`src/rtl/cpu_ctrl_pkg.sv`:
```
// Shared definitions for the accumulator CPU control unit: state encoding,
// opcode constants, bus source codes and load-strobe bit positions.
package cpu_ctrl_pkg;

    typedef enum logic [3:0] {
        ST_FETCH_AR  = 4'd0,
        ST_FETCH_IR  = 4'd1,
        ST_DECODE    = 4'd2,
        ST_INDIRECT  = 4'd3,
        ST_OPERAND   = 4'd4,
        ST_EXECUTE   = 4'd5,
        ST_WRITEBACK = 4'd6,
        ST_STORE     = 4'd7,
        ST_JUMP      = 4'd8,
        ST_HALT      = 4'd9,
        ST_FAULT     = 4'd10
    } state_e;

    localparam int OPC_STORE = 5;
    localparam int OPC_JMP   = 6;
    localparam int OPC_HALT  = 7;

    localparam int BUS_IDLE = 0;
    localparam int BUS_PC   = 2;
    localparam int BUS_AC   = 4;
    localparam int BUS_IR   = 5;
    localparam int BUS_AR   = 6;
    localparam int BUS_MEM  = 7;

    localparam int LD_AR = 0;
    localparam int LD_PC = 1;
    localparam int LD_DR = 2;
    localparam int LD_AC = 3;
    localparam int LD_IR = 4;
    localparam int LD_TR = 5;

    function automatic logic is_mem_state(input state_e s);
        return (s == ST_FETCH_IR) || (s == ST_INDIRECT) ||
               (s == ST_OPERAND)  || (s == ST_STORE);
    endfunction

endpackage

```
`src/rtl/seq_control_unit.sv`:
```
// Microsequenced control unit for the accumulator CPU: fetch/decode/execute FSM
// with memory wait-state handshake, indirect addressing, JMP/HALT and timeout fault.
//
// state     | meaning
// FETCH_AR  | PC -> AR
// FETCH_IR  | read instruction, load IR, bump PC
// DECODE    | latch opcode, IR address field -> AR, branch
// INDIRECT  | read effective address into AR
// OPERAND   | read operand into DR
// EXECUTE   | ALU evaluates latched opcode
// WRITEBACK | ALU result -> AC, instruction done
// STORE     | write AC to memory
// JUMP      | AR -> PC
// HALT      | idle until resume
// FAULT     | memory timeout, sticky until reset
module seq_control_unit
    import cpu_ctrl_pkg::*;
#(
    parameter int IR_W    = 8,
    parameter int OPC_W   = 3,
    parameter int SEL_W   = 3,
    parameter int TIMEOUT = 16
) (
    input  logic             clk,
    input  logic             rst_n,
    input  logic [IR_W-1:0]  ir,
    input  logic             mem_ready,
    input  logic             resume,
    output logic [5:0]       load_en,
    output logic             inc_pc,
    output logic             mem_read,
    output logic             mem_write,
    output logic [SEL_W-1:0] bus_sel,
    output logic             alu_enable,
    output logic [OPC_W-1:0] alu_mode,
    output logic             instr_done,
    output logic             halted,
    output logic             fault
);

    localparam int CNT_W = $clog2(TIMEOUT + 1);
    localparam logic [CNT_W-1:0] CNT_LAST = CNT_W'(TIMEOUT - 1);

    state_e             r_state;
    logic [OPC_W-1:0]   r_opc;
    logic [CNT_W-1:0]   r_wait_cnt;

    state_e             w_next;
    logic [OPC_W-1:0]   w_ir_opc;
    logic               w_ir_ind;
    logic               w_mem_state;
    logic               w_timeout;
    logic               w_unused_ir;

    logic [5:0]         w_load_en;
    logic               w_inc_pc;
    logic               w_mem_read;
    logic               w_mem_write;
    logic [SEL_W-1:0]   w_bus_sel;
    logic               w_alu_enable;
    logic [OPC_W-1:0]   w_alu_mode;
    logic               w_instr_done;
    logic               w_halted;
    logic               w_fault;

    // The indirect flag only steers the DECODE branch, so it is consumed directly from ir.
    assign w_ir_opc    = ir[IR_W-2 -: OPC_W];
    assign w_ir_ind    = ir[IR_W-1];
    assign w_unused_ir = ^ir[IR_W-OPC_W-2:0];

    assign w_mem_state = is_mem_state(r_state);
    assign w_timeout   = w_mem_state && !mem_ready && (r_wait_cnt == CNT_LAST);

    function automatic state_e f_dispatch(input logic [OPC_W-1:0] opc);
        if (opc == OPC_W'(OPC_STORE))
            return ST_STORE;
        else if (opc == OPC_W'(OPC_JMP))
            return ST_JUMP;
        else
            return ST_OPERAND;
    endfunction

    always_ff @(posedge clk or negedge rst_n) begin
        if (!rst_n) begin
            r_state    <= ST_FETCH_AR;
            r_opc      <= '0;
            r_wait_cnt <= '0;
        end else begin
            r_state <= w_next;
            if (r_state == ST_DECODE)
                r_opc <= w_ir_opc;
            if (w_next != r_state)
                r_wait_cnt <= '0;
            else if (w_mem_state && !mem_ready)
                r_wait_cnt <= r_wait_cnt + 1'b1;
        end
    end

    always_comb begin
        w_next       = r_state;
        w_load_en    = '0;
        w_inc_pc     = 1'b0;
        w_mem_read   = 1'b0;
        w_mem_write  = 1'b0;
        w_bus_sel    = SEL_W'(BUS_IDLE);
        w_alu_enable = 1'b0;
        w_alu_mode   = '0;
        w_instr_done = 1'b0;
        w_halted     = 1'b0;
        w_fault      = 1'b0;
        case (r_state)
            ST_FETCH_AR: begin
                w_bus_sel        = SEL_W'(BUS_PC);
                w_load_en[LD_AR] = 1'b1;
                w_next           = ST_FETCH_IR;
            end
            ST_FETCH_IR: begin
                w_bus_sel  = SEL_W'(BUS_MEM);
                w_mem_read = 1'b1;
                if (mem_ready) begin
                    w_load_en[LD_IR] = 1'b1;
                    w_inc_pc         = 1'b1;
                    w_next           = ST_DECODE;
                end else if (w_timeout) begin
                    w_next = ST_FAULT;
                end
            end
            ST_DECODE: begin
                w_bus_sel        = SEL_W'(BUS_IR);
                w_load_en[LD_AR] = 1'b1;
                if (w_ir_opc == OPC_W'(OPC_HALT)) begin
                    w_instr_done = 1'b1;
                    w_next       = ST_HALT;
                end else if (w_ir_ind) begin
                    w_next = ST_INDIRECT;
                end else begin
                    w_next = f_dispatch(w_ir_opc);
                end
            end
            ST_INDIRECT: begin
                w_bus_sel  = SEL_W'(BUS_MEM);
                w_mem_read = 1'b1;
                if (mem_ready) begin
                    w_load_en[LD_AR] = 1'b1;
                    w_next           = f_dispatch(r_opc);
                end else if (w_timeout) begin
                    w_next = ST_FAULT;
                end
            end
            ST_OPERAND: begin
                w_bus_sel  = SEL_W'(BUS_MEM);
                w_mem_read = 1'b1;
                if (mem_ready) begin
                    w_load_en[LD_DR] = 1'b1;
                    w_next           = ST_EXECUTE;
                end else if (w_timeout) begin
                    w_next = ST_FAULT;
                end
            end
            ST_EXECUTE: begin
                w_alu_enable = 1'b1;
                w_alu_mode   = r_opc;
                w_next       = ST_WRITEBACK;
            end
            ST_WRITEBACK: begin
                w_load_en[LD_AC] = 1'b1;
                w_instr_done     = 1'b1;
                w_next           = ST_FETCH_AR;
            end
            ST_STORE: begin
                w_bus_sel   = SEL_W'(BUS_AC);
                w_mem_write = 1'b1;
                if (mem_ready) begin
                    w_instr_done = 1'b1;
                    w_next       = ST_FETCH_AR;
                end else if (w_timeout) begin
                    w_next = ST_FAULT;
                end
            end
            ST_JUMP: begin
                w_bus_sel        = SEL_W'(BUS_AR);
                w_load_en[LD_PC] = 1'b1;
                w_instr_done     = 1'b1;
                w_next           = ST_FETCH_AR;
            end
            ST_HALT: begin
                w_halted = 1'b1;
                if (resume)
                    w_next = ST_FETCH_AR;
            end
            ST_FAULT: begin
                w_fault = 1'b1;
            end
            default: begin
                w_next = ST_FETCH_AR;
            end
        endcase
    end

    // Gate with rst_n so nothing strobes while reset is held, even though the
    // reset state itself (FETCH_AR) would otherwise decode to PC -> AR.
    assign load_en    = rst_n ? w_load_en    : '0;
    assign inc_pc     = rst_n & w_inc_pc;
    assign mem_read   = rst_n & w_mem_read;
    assign mem_write  = rst_n & w_mem_write;
    assign bus_sel    = rst_n ? w_bus_sel    : '0;
    assign alu_enable = rst_n & w_alu_enable;
    assign alu_mode   = rst_n ? w_alu_mode   : '0;
    assign instr_done = rst_n & w_instr_done;
    assign halted     = rst_n & w_halted;
    assign fault      = rst_n & w_fault;

endmodule

```
`config.mk`:
```
export PLATFORM = sky130hd
export DESIGN_NAME = seq_control_unit
export DESIGN_NICKNAME = d
export VERILOG_FILES = /design/src/rtl/cpu_ctrl_pkg.sv /design/src/rtl/seq_control_unit.sv
export SDC_FILE = /design/constraint.sdc
export NUM_CORES = 1
export LEC_CHECK = 0
export CAP_MARGIN = 20
export CORE_AREA = 2 2 57 59
export CTS_CLUSTER_SIZE = 25
export DETAILED_ROUTE_END_ITERATION = 7
export DIE_AREA = 0 0 59 61
export MAX_ROUTING_LAYER = met4
export PLACE_DENSITY = 0.68
export SLEW_MARGIN = 20
export SYNTH_ARGS = -nofsm -noshare
export SYNTH_HDL_FRONTEND = slang
export SYNTH_SLANG_ARGS = --single-unit
```
`constraint.sdc`:
```
create_clock -name clk -period 2.49 [get_ports clk]
set_clock_uncertainty 0.2 [all_clocks]
set_input_delay 0.249 -clock clk [delete_from_list [all_inputs] [get_ports clk]]
set_output_delay 0.249 -clock clk [all_outputs]
set_load 0.1 [all_outputs]
```
==> metrics.md, run 1 <==
| Metric | Value |
|---|---|
| CP max stage delay | 0.55 ns |
| Avg Cell Area, Syn | 7.75 um2 |
| DP HPWL | 3010 um |
| RSZ-0062 raised after global routing | no |
| Htree depth | 1 |
| Maximum clock frequency | 422 MHz |
| DR vias | 1372 |
| First-pass GRT wire length | 6190 um |
| Final Power | 2.50 mW |
| Synth warnings | 0 |
| Worst slack, placed | 0.0668 ns |
| Status | completed |
| Pre-Repair DR Iteration Count | 4 |
| Worst Path Required | 2.04 ns |
| DR WL/cell | 17.2 um |
| Routed Antenna Nets | 0 |
| P&R area growth vs syn | 51.6% |
| Most common cell after layout, fill and taps aside | nor2_1 |
| Layout cells sized above 1 | 35.9% |
| # IOs | 31 |
| CTS Buf Count | 3 |
| Pwr Density | 1300 mW/mm2 |
| Post-synth EDFFs | 0 |
| Final worst setup slack | 0.119 ns |
| Worst setup path startpoint | r_state[2] |
| Syn_nets | 178 |
| Root buf cell | clkbuf_4 |
| Multi-input logic area | 972 um2 |
| Worst-Margin Slew | 0.547 ns |
| Clock latency on the worst-skew pair | 0.29 ns |
| Register bit total from synthesis | 12 |
| DIE AREA | 0.00360 mm2 |
| Cell family contributing the most delay on the critical path | simple AND/OR/NAND/NOR gates |
| Netlist cell types | 56 |
| Detailed Route WL | 3910 um |
| CP max-delay cell | dfrtp_1 |
| Critical path endpoint category | output pin |
| Core Rows | 20 |
| Die X | 59 um |
| Max Cap Violations | 0 |
| Post-synthesis async set-or-reset flop share | 100% |
| Residual DRC | 0 |
| Grt total ovfl | 0 |
| Most frequent cells in the layout | 24 x nor2_1, 19 x buf_12, 14 x buf_4, 13 x nand2_1, 12 x a21oi_1 |
| Initial antenna violation count | 0 |
| WP buf/inv | 1 |
| Worst slew margin | 63.2% |
| Clock slew at reported path FFs | 0.09 ns |
| Register area | 303 um2 |
| Crit-path max FO | 9 |
| Final Hold Vio Count | 0 |
| Vias in the first global route | 1257 |
| Post-Syn Area | 0.00127 mm2 |
| Crit path cell chain | nor2b_2, a21oi_1, a21oi_1, nor2_1, nor2_1, buf_12 |
| Max Slew Vio Count | 0 |
| Peak VDD IR | 0.000581 V |
| Fillers | 257 |
| CP Class | reg2out |
| Iter 0 DRT Violations | 67 |
| Critical path arrival | 1.92 ns |
| CP Launch Type | flop |
| Final worst-path cycle share | 95.2% |
| Clock Sinks | 12 |
| Final setup violation count | 0 |
| Leakage | 0.743 nW |
| Sequential area share after synthesis | 23.6% |
| Post-synth top flop | dfrtp_1 |
| Pin count of the biggest net entering global routing | 20 |
| Core Box Area | 0.00295 mm2 |
| Max clock buf depth | 2 |
| # diodes | 0 |
| Die Ht | 61 um |
| R2R Path Start | r_wait_cnt[0] |
| CTS tree | yes |
| GP Congestion | 0.968 |
| Worst min path class | in2async |
| GRT Overall Usage | 23.8% |
| NumNets Final | 210 |
| Synthesized instance count | 164 |
| PortBufs | 25 |
| Minimum clock period | 2.37 ns |
| Via density | 6.02 |
| Initial Util | 43.1% |
==> timing repair <==
action | CTS | global route
hold buffers | 0 | 0
resized for setup | 2 | 4
setup endpoints to repair | 4 | 8
cloned | 0 | 0
setup buffers | 0 | 2
pin swaps | 0 | 2
==> per-stage QoR <==
| step | hold WS [ns] | TNS (ns) | util (%) | cells | instance area, um2 |
|---|---|---|---|---|---|
| floorplan | -0.247 | -1.99 | - | 164 | 1360 |
| global placement | 0.314 | 0 | 62.8 | 222 | 1850 |
| detailed placement | 0.323 | 0 | 62.8 | 222 | 1850 |
| CTS | 0.137 | 0 | 64.2 | 226 | 1890 |
| global route | 0.138 | 0 | 65.3 | 228 | 1930 |
| finish | 0.129 | 0 | 65.3 | 228 | 1930 |
==> per-layer routing <==
layer | part of all wire (%) | routed length [um] | global-route usage (%) | vias up
met3 | 6.0 | 234 | 2.77 | 11
met5 | 0 | 0 | - | -
met4 | 1.9 | 76 | 4.22 | 0
li1 | - | - | - | 651
met2 | 48 | 1880 | 38.4 | 51
met1 | 44 | 1720 | 32.4 | 659
==> worst register-to-register path: stages, from the launching register on <==
cell,delay [ns]
dfrtp_1,0.40
ha_1,0.22
and3_1,0.20
ha_2,0.23
nand2b_4,0.10
nor2_1,0.04
a32o_1,0.24
a211oi_2,0.33
nand4_4,0.18
a211oi_2,0.17
==> flip-flops by register name, summed over array words and instances, names as in the netlist <==
register / cells
r_wait_cnt: 5
r_state: 4
r_opc: 3
==> cells in the mapped netlist, drive strengths merged, types with 2 or more instances <==
library cell | n | area share, %
nor2b | 4 | 2.0
or3 | 2 | 0.98
clkbuf | 4 | 1.2
dfrtp | 12 | 24
xor2 | 3 | 2.1
o211ai | 2 | 1.2
and2 | 4 | 2.0
a31oi | 2 | 0.98
nand2b | 4 | 2.0
nor2 | 27 | 8.2
mux2 | 4 | 3.5
o21ai | 8 | 3.4
nand3b | 2 | 1.2
nor4b | 2 | 2.6
and3 | 2 | 0.98
o21a | 2 | 1.2
nor3 | 6 | 2.4
a21oi | 14 | 5.5
o311ai | 2 | 2.0
a211oi | 5 | 4.7
inv | 4 | 1.2
buf | 9 | 4.8
nand2 | 13 | 3.8
nand4 | 2 | 2.2
nand3 | 2 | 0.79
ha | 2 | 2.0
o22ai | 2 | 0.98
==> report_power, final <==
| part | switching, mW | total [mW] | internal [mW] |
|---|---|---|---|
| Clock | 0.0826 | 0.172 | 0.0890 |
| Combinational | 1.17 | 1.91 | 0.741 |
| Sequential | 0.155 | 0.420 | 0.265 |
| Total | 1.41 | 2.50 | 1.09 |
==> cell type report <==
class / count / share of cell area (%)
Sequential cell: 12 / 15.7
Inverter: 5 / 0.974
Clock buffer: 4 / 1.88
Multi-Input combinational cell: 134 / 50.5
Timing Repair Buffer: 40 / 28.8
Tap cell: 33 / 2.14
==> final timing paths <==
check                           endpoint  cells after the start  slack [ns]
hold / removal                  r_opc[0]                      2        0.13
max in group asynchronous     r_state[0]                      2        1.76
setup reg to reg           r_wait_cnt[4]                      9        0.12
setup / recovery              bus_sel[2]                      6        0.12
min in group clk           r_wait_cnt[3]                      2        0.35
hold reg to reg            r_wait_cnt[3]                      2        0.35
==> kinds of logic after synthesis <==
kind of cell | Yosys count | synth area share, %
AND/OR/NAND/NOR | 76 | 33.1
AO/OA/AOI/OAI | 46 | 26.5
buffers and inverters | 18 | 7.48
flip-flops | 12 | 23.6
multiplexers | 5 | 4.33
XOR/XNOR | 4 | 2.76
adder cells (fa/ha/maj) | 2 | 1.97
other | 1 | 0.295
(Power assumes the default switching activity.)
==> run 2, diff against run 1 <==
==> constraint.sdc (replaced) <==
create_clock -name clk -period 2.49 [get_ports clk]
set_clock_uncertainty 0.2 [all_clocks]
set_input_delay 0.498 -clock clk [delete_from_list [all_inputs] [get_ports clk]]
set_output_delay 0.498 -clock clk [all_outputs]
set_load 0.1 [all_outputs]
==> metrics.md, run 2 (synthesis gave the netlist of run 1 again) <==
| Metric | Value |
|---|---|
| Fillers | 239 (-7.0%) |
| Initial antenna violation count | 0 (unchanged) |
| Clock latency on the worst-skew pair | 0.27 ns (-0.02 ns) |
| Peak VDD IR | 0.000711 V (+22%) |
| Sequential Power Share | 14.4% (-2.4 points) |
| Post-CTS Hold Buffers | 0 (unchanged) |
| Critical path endpoint category | output pin |
| CTS Buf Count | 3 (unchanged) |
| Setup_tns | 0 ns (unchanged) |
| Most used cell, CP | buf_12 |
| Final setup violation count | 0 (unchanged) |
| Max Cap Violations | 0 (unchanged) |
| Detailed Route WL | 3990 um (+1.9%) |
| Switching Share | 54.8% (-1.4 points) |
| Pin count of the biggest net entering global routing | 17 (-15%) |
| GP Congestion | 0.922 (-4.7%) |
| Clock Sinks | 12 (unchanged) |
| Leakage | 0.828 nW (+11%) |
| Via density | 5.86 (-2.7%) |
| Pre-Repair DR Iteration Count | 4 (unchanged) |
| Largest regs | r_wait_cnt: 5 flops, r_state: 4 flops, r_opc: 3 flops |
| Most frequent cells in the layout | 27 x buf_4, 19 x buf_12, 17 x nor2_1, 12 x nand2_1 |
| Comb pwr share | 79.8% (+3.5 points) |
| Clock Power Share | 5.8% (-1.1 points) |
| CP max-delay cell | dfrtp_2 |
| CP max stage delay | 0.47 ns (-0.08 ns) |
| P&R area growth vs syn | 64.8% |
| Status | completed |
| Residual DRC | 0 (unchanged) |
| # diodes | 0 (unchanged) |
| PortBufs | 25 (unchanged) |
| Root buf cell | clkbuf_4 |
| Cell Int Power | 1.23 mW (+12%) |
| Core Box Area | 0.00295 mm2 (unchanged) |
| Maximum clock frequency | 408 MHz (-3.2%) |
| Net Sw Power | 1.49 mW (+5.8%) |
| CP Launch Type | flop |
| DR WL/cell | 16.5 um (-4.0%) |
| Minimum clock period | 2.45 ns (+0.0788 ns) |
| Iter 0 DRT Violations | 51 (-24%) |
| Worst min path class | in2async |
| Max Slew Vio Count | 0 (unchanged) |
| Vias in the first global route | 1354 (+7.7%) |
| Htree depth | 1 (unchanged) |
| Die X | 59 um (unchanged) |
| Worst Path Required | 1.79 ns (-0.25 ns) |
| Max FFs per register | 5 (unchanged) |
| Core Rows | 20 (unchanged) |
| Fin area | 0.00209 mm2 (+8.7%) |
| Crit-path max FO | 15 (+6) |
| Final worst-path cycle share | 98.4% (+3.2 points) |
| DR vias | 1417 (+3.3%) |
| Clock slew at reported path FFs | 0.08 ns (about the same) |
| CP Class | reg2out |
| Die Ht | 61 um (unchanged) |
| GRT Overall Usage | 24.7% (+0.93 points) |
| Worst Hold Slack | 0.272 ns (+0.143 ns) |
| DIE AREA | 0.00360 mm2 (unchanged) |
| Final Power | 2.71 mW (+8.5%) |
| DP HPWL | 3130 um (+4.0%) |
| DP Area | 0.00199 mm2 (+7.2%) |
| Grt total ovfl | 0 (unchanged) |
| Most common cell after layout, fill and taps aside | buf_4 |
| CTS tree | yes |
| Routed Antenna Nets | 0 (unchanged) |
| Final Hold Vio Count | 0 (unchanged) |
| # IOs | 31 (unchanged) |
| Worst slack, placed | -0.152 ns (-0.219 ns) |
| Final worst setup slack | 0.0401 ns (-0.0788 ns) |
| Critical path arrival | 1.75 ns (-0.17 ns) |
| NumNets Final | 224 (+6.7%) |
| First-pass GRT wire length | 6470 um (+4.6%) |
| Crit path cell chain | buf_12, or3b_4, a21oi_2, buf_12 |
| Max clock buf depth | 2 (unchanged) |
| Biggest register | r_wait_cnt |
| Initial Util | 43.1% (unchanged) |
| Layout cells sized above 1 | 46.9% (+11 points) |
| Pwr Density | 1300 mW/mm2 (-0.20%) |
-- run 2: cell count changes in the layout (fill, tap and decap cells not counted), sizes merged --
cell | before | now
dlygate4sd2 | 0 | 5
buf | 33 | 47
clkdlybuf4s50 | 7 | 2
-- run 2: layout make-up --
| type | count | area (um2) | area share, % |
|---|---|---|---|
| sequential | 12 | 304 | 14.5 |
| tap | 33 | 41.3 | 1.97 |
| timing repair buffer | 54 | 658 | 31.4 |
| clock buffer | 4 | 36.3 | 1.73 |
| inverter | 5 | 22.5 | 1.08 |
| multi-input combinational | 134 | 1030 | 49.3 |
-- run 2: worst paths after layout --
path	depth (start not counted)	slack [ns]	end	start
worst min-delay path	3	0.27	r_opc[1]	rst_n
worst min register to register	2	0.36	r_wait_cnt[3]	r_wait_cnt[3]
worst max register to register	9	0.09	r_wait_cnt[4]	r_wait_cnt[0]
min in group clk	2	0.36	r_wait_cnt[3]	r_wait_cnt[3]
max in group asynchronous	3	1.65	r_state[1]	rst_n
worst max-delay path	4	0.04	mem_read	r_state[0]
-- run 2: repair_timing --
item,in CTS,in global routing
setup endpoints to repair,12,14
resized for setup,12,9
buffers inserted,0,4
pin swaps,3,5
-- run 2: power groups by stage --
stage	sequential (mW)	combinational [mW]	clock, mW
finish	0.391	2.16	0.157
global route	0.403	2.29	0.168
CTS	0.398	2.05	0.158
detailed placement	0.399	2.03	0
global placement	0.390	2.00	0
floorplan	0.330	1.51	0
-- run 2: per-stage QoR --
step / util [%] / instances
6_report: 70.9 / 242
2_1_floorplan: - / 164
5_1_grt: 70.9 / 242
3_3_place_gp: 67.3 / 234
3_5_place_dp: 67.3 / 234
4_1_cts: 69.0 / 238
-- run 2: critical path: cells and delay by family (launching register included) --
kind,cells,cell delay (ns)
AO/OA/AOI/OAI,1,0.21
buffers and inverters,2,0.37
flip-flops,1,0.47
AND/OR/NAND/NOR,1,0.42
-- run 2: routing by layer --
layer | GRT usage, % | up-vias | part of all wire (%)
met2 | 43.0 | 53 | 52
met3 | 2.35 | 4 | 6.1
li1 | - | 677 | -
met5 | - | - | 0
met4 | 7.79 | 0 | 0.88
met1 | 30.1 | 683 | 40
==> run 3, diff against run 2 <==
TNS_END_PERCENT = 1   (was unset)
==> metrics.md, run 3 (synthesis gave the netlist of run 1 again) <==
| Metric | Value |
|---|---|
| DR WL/cell | 15.8 um (-4.1%) |
| CP max stage delay | 0.50 ns (+0.03 ns) |
| Iter 0 DRT Violations | 66 (+29%) |
| Met2 usage | 37.8% (-5.2 points) |
| # placed instances | 233 (-0.43%) |
| Routing usage on met1 | 30.9% (+0.77 points) |
| Multi-input logic area | 980 um2 (-5.1%) |
| Fillers | 265 (+11%) |
| Net Sw Power | 1.39 mW (-6.5%) |
| Most frequent cells in the layout | 24 x buf_4, 20 x nor2_1, 19 x buf_12, 12 x a21oi_1, 12 x nand2_1 |
| Via density | 5.82 (-0.67%) |
| First-pass GRT wire length | 6230 um (-3.7%) |
| DP Area | 0.00193 mm2 (-3.1%) |
| Final Hold Vio Count | 0 (unchanged) |
| CTS tree | yes |
| Core Box Area | 0.00295 mm2 (unchanged) |
| Root buf cell | clkbuf_4 |
| Peak VDD IR | 0.000629 V (-12%) |
| Register area | 303 um2 (-0.41%) |
| Final worst setup slack | 0.00794 ns (-0.0321 ns) |
| Routed Antenna Nets | 0 (unchanged) |
| Grt peak-use layer | met2 |
| Setup_tns | 0 ns (unchanged) |
| CP Launch Type | input port |
| Max clock buf depth | 2 (unchanged) |
| Worst slack, placed | -0.198 ns (-0.0467 ns) |
| WP buf/inv | 3 (+1) |
| Sequential Power Share | 14.9% (+0.5 points) |
| Worst-Margin Slew | 0.569 ns |
| DR vias | 1390 (-1.9%) |
| Critical path arrival | 1.78 ns (+0.03 ns) |
| Largest regs | r_wait_cnt: 5 flops, r_state: 4 flops, r_opc: 3 flops |
| Status | completed |
| Max FFs per register | 5 (unchanged) |
| Initial antenna violation count | 0 (unchanged) |
| Leakage | 0.812 nW (-1.9%) |
| Maximum clock frequency | 403 MHz (-1.3%) |
| Pin count of the biggest net entering global routing | 19 (+2) |
| Pwr Density | 1260 mW/mm2 (-3.0%) |
| Clock latency on the worst-skew pair | 0.28 ns (about the same) |
| Initial Util | 43.1% (unchanged) |
| Core Rows | 20 (unchanged) |
| Residual DRC | 0 (unchanged) |
| Detailed Route WL | 3780 um (-5.3%) |
| Clock Sinks | 12 (unchanged) |
| Met3 GRT Util | 1.28% (-1.1 points) |
| Clock Power Share | 6.2% (+0.4 points) |
| Switching Share | 54.8% (about the same) |
| Non-filler cells, final | 239 (-1.2%) |
| Comb pwr share | 78.9% (-0.9 points) |
| Final core utilization | 68.4% (-2.5 points) |
| DP HPWL | 3010 um (-3.9%) |
| NumNets Final | 221 (-1.3%) |
| DIE AREA | 0.00360 mm2 (unchanged) |
| Grt total ovfl | 0 (unchanged) |
| GP Congestion | 0.909 (-1.4%) |
| Number of cells on the critical path | 6 (+2) |
| Final setup violation count | 0 (unchanged) |
| Layout cells sized above 1 | 43.7% (-3.2 points) |
| Crit path cell chain | clkdlybuf4s50_1, buf_6, nor2_1, nor4b_2, o21a_1, buf_12 |
| CP Class | in2out |
| Max Cap Violations | 0 (unchanged) |
| RSZ-0062 raised after global routing | yes |
| Clock slew at reported path FFs | 0.08 ns (about the same) |
| Worst Path Required | 1.79 ns (about the same) |
| CP max-delay cell | clkdlybuf4s50_1 |
| Max Slew Vio Count | 0 (unchanged) |
| Die Ht | 61 um (unchanged) |
| Most common cell after layout, fill and taps aside | buf_4 |
| Htree depth | 1 (unchanged) |
| # IOs | 31 (unchanged) |
| CTS Buf Count | 3 (unchanged) |
| Pre-Repair DR Iteration Count | 4 (unchanged) |
| Worst min path class | in2async |
| Worst Hold Slack | 0.124 ns (-0.148 ns) |
| Minimum clock period | 2.48 ns (+0.0321 ns) |
| Fin area | 0.00202 mm2 (-3.5%) |
| Worst slew margin | 61.6% |
| Final worst-path cycle share | 99.7% (+1.3 points) |
| GRT Overall Usage | 23.5% (-1.2 points) |
| Vias in the first global route | 1281 (-5.4%) |
| P&R area growth vs syn | 59.0% |
| Die X | 59 um (unchanged) |
| Worst-case reg-to-reg path depth | 10 (+1) |
| Crit-path max FO | 9 (-6) |
| Cell Int Power | 1.15 mW (-6.4%) |
| Cell family contributing the most delay on the critical path | buffers and inverters |
| # diodes | 0 (unchanged) |
| Final Power | 2.54 mW (-6.5%) |
| Biggest register | r_wait_cnt |
| PortBufs | 25 (unchanged) |
| Critical path endpoint category | output pin |
==> run 3: worst paths after layout <==
check                      slack [ns]           from            end
setup / recovery                0.008      mem_ready     instr_done
max in group asynchronous        1.78          rst_n     r_state[0]
setup reg to reg                 0.09  r_wait_cnt[0]  r_wait_cnt[4]
hold / removal                   0.12          rst_n       r_opc[0]
hold reg to reg                  0.35  r_wait_cnt[3]  r_wait_cnt[3]
min in group clk                 0.35  r_wait_cnt[3]  r_wait_cnt[3]
==> run 3: cell type report <==
type,count,area share (%)
timing repair buffer,51,31.7
clock buffer,4,1.80
tap,33,2.04
inverter,5,0.991
multi-input combinational,134,48.5
sequential,12,15.0
==> run 3: metal layers <==
metal  routed length [um]  vias up
li1                     -      674
met1                 1660      658
met2                 1850       47
met3                  178       11
met4                   93        0
met5                    0        -
==> run 3: worst min-delay path, delay by kind of cell <==
family   cells  cell delay, ns
buf+inv      3            0.47
==> run 3: repair_timing <==
action / CTS / global route
hold buffers: 0 / 0
pin swaps: 5 / 3
resized for setup: 13 / 7
gates cloned: 0 / 0
buffers inserted: 1 / 1
endpoints found under the setup margin: 11 / 17
==> run 3: power by group through the flow <==
stage          Combinational [mW]  Sequential (mW)  Clock, mW
2_1_floorplan                1.40            0.324          0
3_3_place_gp                 1.94            0.361          0
3_5_place_dp                 1.96            0.365          0
4_1_cts                      1.99            0.367      0.159
5_1_grt                      2.12            0.388      0.169
6_report                     2.00            0.377      0.158
